===== config.mk =====
export PLATFORM = sky130hd
export DESIGN_NAME = cursor_ctrl_overlay
export DESIGN_NICKNAME = d
export VERILOG_FILES = /design/src/rtl/cursor_ctrl_overlay.sv
export SDC_FILE = /design/constraint.sdc
export NUM_CORES = 1
export LEC_CHECK = 0
export CORE_MARGIN = 2
export CORE_UTILIZATION = 50
export CTS_CLUSTER_SIZE = 28
export DETAILED_ROUTE_END_ITERATION = 10
export GPL_TIMING_DRIVEN = 0
export PLACE_DENSITY = 0.74
export SETUP_SLACK_MARGIN = 0.3
export SLEW_MARGIN = 5
export SYNTH_ARGS = -nofsm -noshare
export SYNTH_HDL_FRONTEND = slang
export SYNTH_SLANG_ARGS = --single-unit

===== constraint.sdc =====
create_clock -name CLOCK_50 -period 4.3 [get_ports CLOCK_50]
set_input_delay 1.075 -clock CLOCK_50 [delete_from_list [all_inputs] [get_ports CLOCK_50]]
set_output_delay 1.075 -clock CLOCK_50 [all_outputs]
set_load 0.005 [all_outputs]

===== src/rtl/cursor_ctrl_overlay.sv =====
// Keyboard-driven crosshair cursor: debounced-free key sync, tick-paced motion with
// wrap/clamp at screen edges, and a one-cycle pixel overlay using frame-latched coordinates.
module cursor_ctrl_overlay #(
    parameter int          H_LIMIT   = 640,
    parameter int          V_LIMIT   = 480,
    parameter int          VELOCITY  = 2,
    parameter int          LENGTH    = 5,
    parameter int          TICK_DIV  = 2097152,
    parameter int          WRAP_MODE = 1,
    parameter logic [23:0] COLOR     = 24'hFF00FF
) (
    input  logic        CLOCK_50,
    input  logic        RESET_N,
    input  logic [3:0]  KEY,
    input  logic        cursor_en,
    input  logic        center_req,
    input  logic        frame_start,
    input  logic        pix_valid,
    input  logic [12:0] row,
    input  logic [12:0] col,
    input  logic [7:0]  in_R,
    input  logic [7:0]  in_G,
    input  logic [7:0]  in_B,
    output logic [7:0]  out_R,
    output logic [7:0]  out_G,
    output logic [7:0]  out_B,
    output logic        out_valid,
    output logic [12:0] c_x,
    output logic [12:0] c_y
);

    localparam int                 CNT_W = $clog2(TICK_DIV);
    localparam logic signed [13:0] H_LIM = 14'(H_LIMIT);
    localparam logic signed [13:0] V_LIM = 14'(V_LIMIT);
    localparam logic signed [13:0] VEL   = 14'(VELOCITY);
    localparam logic signed [13:0] ARM   = 14'(LENGTH / 2);
    localparam logic [12:0]        X_CTR = 13'(H_LIMIT / 2);
    localparam logic [12:0]        Y_CTR = 13'(V_LIMIT / 2);

    // Bring an out-of-range signed coordinate back onto the screen.
    function automatic logic [12:0] fold(input logic signed [13:0] v, input logic signed [13:0] lim);
        logic signed [13:0] r;
        r = v;
        if (v < 0)
            r = (WRAP_MODE != 0) ? v + lim : 14'sd0;
        else if (v >= lim)
            r = (WRAP_MODE != 0) ? v - lim : lim - 14'sd1;
        return r[12:0];
    endfunction

    function automatic logic signed [13:0] abs14(input logic signed [13:0] v);
        return (v < 0) ? -v : v;
    endfunction

    logic [3:0]       key_s1, key_s2;
    logic             left, up, down, right;
    logic [CNT_W-1:0] tick_cnt;
    logic             tick;
    logic [12:0]      x, y, dx, dy;
    logic [12:0]      x_next, y_next;
    logic signed [13:0] step_x, step_y, col_d, row_d;
    logic             hit_p0;

    assign left  = ~key_s2[3];
    assign up    = ~key_s2[2];
    assign down  = ~key_s2[1];
    assign right = ~key_s2[0];
    assign tick  = (tick_cnt == CNT_W'(TICK_DIV - 1));
    assign c_x   = x;
    assign c_y   = y;

    always_ff @(posedge CLOCK_50 or negedge RESET_N) begin
        if (!RESET_N) begin
            key_s1   <= 4'hF;
            key_s2   <= 4'hF;
            tick_cnt <= '0;
        end else begin
            key_s1   <= KEY;
            key_s2   <= key_s1;
            tick_cnt <= tick ? '0 : tick_cnt + 1'b1;
        end
    end

    always_comb begin
        step_x = '0;
        step_y = '0;
        if (left && !right)      step_x = -VEL;
        else if (right && !left) step_x = VEL;
        if (up && !down)         step_y = -VEL;
        else if (down && !up)    step_y = VEL;
        x_next = fold($signed({1'b0, x}) + step_x, H_LIM);
        y_next = fold($signed({1'b0, y}) + step_y, V_LIM);
    end

    // Display copies sample the pre-update position, so a coincident move shows next frame.
    always_ff @(posedge CLOCK_50 or negedge RESET_N) begin
        if (!RESET_N) begin
            x  <= X_CTR;
            y  <= Y_CTR;
            dx <= X_CTR;
            dy <= Y_CTR;
        end else begin
            if (center_req) begin
                x <= X_CTR;
                y <= Y_CTR;
            end else if (tick) begin
                x <= x_next;
                y <= y_next;
            end
            if (frame_start) begin
                dx <= x;
                dy <= y;
            end
        end
    end

    always_comb begin
        col_d  = $signed({1'b0, col}) - $signed({1'b0, dx});
        row_d  = $signed({1'b0, row}) - $signed({1'b0, dy});
        hit_p0 = ((row == dy) && (abs14(col_d) <= ARM)) ||
                 ((col == dx) && (abs14(row_d) <= ARM));
    end

    // Output register stage: one cycle from pixel in to pixel out.
    always_ff @(posedge CLOCK_50 or negedge RESET_N) begin
        if (!RESET_N) begin
            out_R     <= '0;
            out_G     <= '0;
            out_B     <= '0;
            out_valid <= 1'b0;
        end else begin
            out_valid <= pix_valid;
            if (pix_valid && cursor_en && hit_p0) begin
                out_R <= COLOR[23:16];
                out_G <= COLOR[15:8];
                out_B <= COLOR[7:0];
            end else begin
                out_R <= in_R;
                out_G <= in_G;
                out_B <= in_B;
            end
        end
    end

endmodule

-- Word level (Yosys, flattened, before mapping)
Cells that the tools add are included.
W data, S select, Z words.
- $add $sub $neg: 11
- order comparisons: 8
- equal/unequal tests: 3
- mux-type cells: 18
- bitwise operators: 4
- reduce and logical (&&, ||, !) cells: 10
- operators by type and width (kind ; count):
    $mux W13 ; 8
    $lt A14 B1 Y1 const B ; 4
    $mux W14 ; 4
    $add A14 B14 Y14 ; 2
    $le A14 B3 Y1 const B ; 2
    $neg A14 Y14 ; 2
    $sub A13 B13 Y14 ; 2
    $eq A13 B13 Y1 ; 2
    $mux W8 ; 3
    $add A21 B1 Y21 const B ; 1
    $eq A21 B21 Y1 const B ; 1
    $mux W21 ; 1
    $ge A14 B10 Y1 const B ; 1
    $ge A14 B11 Y1 const B ; 1
    $add A13 B10 Y13 const B ; 1
    $add A13 B11 Y13 const B ; 1
    $sub A13 B10 Y13 const B ; 1
    $sub A13 B11 Y13 const B ; 1
    $logic_and A1 B1 Y1 ; 8
    $mux W2 ; 2
    $not A1 Y1 ; 4
    $reduce_bool A2 Y1 ; 1
    $logic_or A1 B1 Y1 ; 1
- register bits after elaboration: 106
- bits of input ports: 60
- output and inout port bits: 51
- word-level logic and storage cells: 65

-- Longest topological paths before layout
- depth after elaboration: 10
- depth in mapped cells: 15
- mapped depth without buffers: 15

-- Worst setup path before layout
No wires, ideal clock.
- path type: input to register
- from: in row[1]
- to: reg out_G[3]
- setup time: 120 ps
- arrival: 3828 ps
- path slack: 352 ps
- stages: 12
- buffers on the path: 1
- path through: inv_1 fa_1 nand2b_1 a21oi_1 o211ai_1 a2111oi_2 nand2_1 or3_1 a211oi_1 o211ai_2 buf_6 o211a_1
- word-level cells in the longest chain between the ends: 8
- elaborated cells on any way between the ends: 11
- classes of those cells: add/sub (2); order compare (2); eq/ne (1); mux (2); reduce/logical (4)
- RTL lines (what ; RTL line ; source):
    from (decl) ; 19 ; input logic [12:0] row,
    $sub A13 B13 Y14 ; 119 ; row_d = $signed({1'b0, row}) - $signed({1'b0, dy});
    $neg A14 Y14 or $lt A14 B1 Y1 (tied branches) ; 52 ; return (v < 0) ? -v : v;
    $mux W14 ; 52 ;
    $le A14 B3 Y1 ; 121 ; ((col == dx) && (abs14(row_d) <= ARM));
    $logic_and A1 B1 Y1 ; 121 ;
    $logic_or A1 B1 Y1 (*) ; 120 ; hit_p0 = ((row == dy) && (abs14(col_d) <= ARM)) ||
    $logic_and A1 B1 Y1 (*) ; 133 ; if (pix_valid && cursor_en && hit_p0) begin
    $mux W8 (*) ; 133 ;
    to (signal assigned) ; 135 ; out_G <= COLOR[15:8];
    to (signal assigned) ; 139 ; out_G <= in_G;
    to (decl) ; 25 ; output logic [7:0] out_G,
Mark *: on every way between the ends. The rest lies on a longest branch, timed or not.
A chain may end at the register's enable or synchronous reset.

-- Worst setup path in the final report
- from: in row[4]
- to: reg out_G[3]
The elaborated chain is that of the path after synthesis.

==> results.md <==
* CTS clk-pin slew, worst paths at roughly 0.080 ns
* Worst-path fanout max at 10
* Clk root buf: clkbuf_16
* Fraction of layout cells with a size suffix above 1 at 0.165
* Clock Tree Buf Depth at 2
* H-tree depth at 3
* First-pass GRT wire length at 34,000 um
* Synth unique cells at slightly below 80
* PD cells at 251 mW/mm2
* Hold Path Class: reg -> reg
* Mapped Cells at 931
* Asr flop ratio synth at 1.00
* Worst Max-Slew Pin Slew at between 0.5 and 0.6 ns
* Pins Over Slew Limit at 0
* Most frequent cells in the layout: clkdlybuf4s50_1, nand2_1, dfrtp_1, inv_1, nor2_1
* Leakage at around 4.5 nW
* WS Path Type: in -> reg
* Number of global-route vias before repair at around 7,000
* Largest net degree at the start of global routing at 72
* TritonCTS clock tree: built
* Crit path DAT at between 4 and 5 ns
* Outcome: complete, no violations
* Total grt overflow at 0
* Post-synthesis register bit count at around 100
* # hold bufs at CTS at 0
* RD Place Congestion at a little over 0.9
* Post-Route WL at between 20,000 and 25,000 um
* DRT antenna net count at 0
* Drt wl/cell at between 15 and 20 um
* 1st-iter DRT viols at slightly below 700
* Via density at 5.94
* Clock Skew at approximately 0.0091 ns
* Pre-Repair DR Iteration Count at 6
* Nets at around 1,200
* Core footprint at about 0.016 mm2
* Port Buffers at 107
* Site row count at 46
* Final WS setup at between 0.3 and 0.4 ns
* Crit end category: flip-flop
* Via count at 7,743
* Final core occ at 0.665
* Syn_area_per_cell at 8.56 um2
* Die height at ~130 um
* CTS Buf Count at 9
* Initial Util at 0.507
* Post-synth EDFFs at 0
* Syn. warnings at 0
* Clock sink count at approximately 100
* RSZ-0062 raised after global routing: true
* Worst path required time at 4.55 ns
* Final setup viols at 0
* Post-synthesis sequential area ratio at 0.323
* Final Hold Fails at 0
* Fmax at 0.251 GHz
* Total track usage at 0.251
* Final min period at 3.99 ns
* Die W at 130 um
* Die Area at approximately 0.017 mm2
* Post-route clock period utilization at 0.928
* Peak VDD IR at slightly above 200 uV
* Max_cap viols at 0
* Pre-CTS setup slack at -0.794 ns
* Fin Hold WS at ~0.36 ns
* I/O Pins at approximately 110
* Commonest non-fill, non-tap cell in the layout: clkdlybuf4s50_1
* Mapped cell area at ~0.0080 mm2
* Detail Placement HPWL at ~15,000 um
* Max-Slew Margin vs Limit at 0.598
* Antenna violations before repair at 0
* Area growth syn-to-layout at 31.1%
* Diode count at 0
* Skew-Pair Late Insertion Delay at 0.36 ns
* Element type at the critical path start: input port
* # DRC at 0
* Main synth FF type: dfrtp_1
-- power by group --
group	total [mW]	switching [mW]	internal, mW
registers	0.989	0.00531	0.984
clock network	0.853	0.434	0.419
logic	0.783	0.439	0.344
-- registers in the layout, summed over array words and instances (netlist names), 4 cells and up --
signal    cells
dy           12
c_y          12
out_B         8
out_R         8
key_s2        4
key_s1        4
tick_cnt     21
dx           12
c_x          12
out_G         8
-- area by class of cell --
cell class | instances | area [um2]
Clock buffer | 9 | 225
Tap cell | 216 | 270
Buffer | 40 | 244
Multi-Input combinational cell | 721 | 5470
Fill cell | 1248 | 5270
Inverter | 71 | 267
Sequential cell | 102 | 2580
Clock inverter | 7 | 86.3
Timing Repair Buffer | 137 | 1310
-- metrics by stage --
| step | total power, mW | instance area (um2) | TNS (ns) | instances |
|---|---|---|---|---|
| after floorplan | 1.43 | 7980 | 0 | 934 |
| after global placement | 1.62 | 9320 | -156.13 | 1257 |
| after detailed placement | 1.63 | 9350 | -16.11 | 1258 |
| after CTS | 2.55 | 10100 | 0 | 1294 |
| after global routing | 2.73 | 10400 | 0 | 1303 |
| final | 2.63 | 10400 | 0 | 1303 |
-- cells in the mapped netlist, types with 4 or more instances --
| master | number | share of area |
|---|---|---|
| a2111o_1 | 4 | 0.0057 |
| a21o_1 | 14 | 0.013 |
| nand2_1 | 87 | 0.041 |
| a221oi_1 | 6 | 0.0066 |
| o21ai_0 | 61 | 0.038 |
| a211o_1 | 8 | 0.0088 |
| dfstp_2 | 20 | 0.066 |
| o2bb2ai_1 | 4 | 0.0044 |
| inv_1 | 70 | 0.033 |
| a211oi_1 | 17 | 0.016 |
| o211ai_1 | 19 | 0.018 |
| dfrtp_1 | 82 | 0.26 |
| o2111ai_1 | 4 | 0.0044 |
| and2_1 | 10 | 0.0078 |
| ha_1 | 59 | 0.093 |
| nor4_1 | 8 | 0.0063 |
| o21a_1 | 12 | 0.011 |
| xor2_1 | 20 | 0.022 |
| nand3_1 | 39 | 0.024 |
| or2_2 | 4 | 0.0031 |
| a21oi_1 | 39 | 0.024 |
| fa_1 | 4 | 0.010 |
| or3_1 | 9 | 0.0071 |
| clkbuf_1 | 28 | 0.013 |
| xnor2_1 | 40 | 0.044 |
| nand4_1 | 10 | 0.0078 |
| and3_1 | 19 | 0.015 |
| nor2_1 | 62 | 0.029 |
| a2111oi_0 | 4 | 0.0044 |
| nand3b_1 | 5 | 0.0047 |
| o211ai_2 | 11 | 0.017 |
| nor3_1 | 24 | 0.015 |
| nor3b_1 | 6 | 0.0057 |
| o211a_1 | 11 | 0.014 |
| a31oi_1 | 13 | 0.010 |
| buf_2 | 6 | 0.0038 |
| nor2b_1 | 10 | 0.0078 |
| a311oi_1 | 6 | 0.0066 |
| nand2b_1 | 12 | 0.0094 |
-- worst max-delay path, stage by stage --
cell and delay [ns]:
clkdlybuf4s50_1 0.46, ha_4 0.28, buf_6 0.11, inv_1 0.09
a21oi_2 0.28, nor4_4 0.07, a311oi_4 0.36, a211o_1 0.24
nor4_1 0.11, or3_1 0.41, a32o_2 0.32, buf_2 0.19
o211a_1 0.24
-- layer usage --
layer / routed length (um) / vias up / GRT usage
met1: 9500 / 3727 / 0.326
met5: 0 / - / 0
met3: 1130 / 49 / 0.0303
met2: 11400 / 271 / 0.439
li1: - / 3696 / -
met4: 551 / 0 / 0.0765
-- timing repair --
item / in CTS / in global routing
resized for setup: 61 / 72
cloned: 1 / 0
pin swaps: 21 / 25
buffers inserted: 19 / 9
setup endpoints to repair: 27 / 32
-- worst paths after layout --
| check | startpoint | end | slack, ns | depth (start not counted) |
|---|---|---|---|---|
| setup / recovery | row[4] | out_G[3] | 0.31 | 13 |
| hold / removal | key_s1[3] | key_s2[3] | 0.36 | 0 |
| setup reg to reg | key_s2[2] | c_y[11] | 0.41 | 14 |
| hold reg to reg | key_s1[3] | key_s2[3] | 0.36 | 0 |
| max in group asynchronous | RESET_N | key_s1[2] | 2.90 | 2 |
| min in group asynchronous | RESET_N | out_R[0] | 0.65 | 1 |
-- cells by family after synthesis --
logic type               count (synthesis)  synth area share
flip-flops                             102             0.323
adder cells (fa/ha/maj)                 63             0.103
multiplexers                             6           0.00801
XOR/XNOR                                60            0.0659
buffers and inverters                  111            0.0565
AND/OR/NAND/NOR                        318             0.199
AO/OA/AOI/OAI                          270             0.244
other                                    1          0.000471
Power figures use the tool's default switching activity.
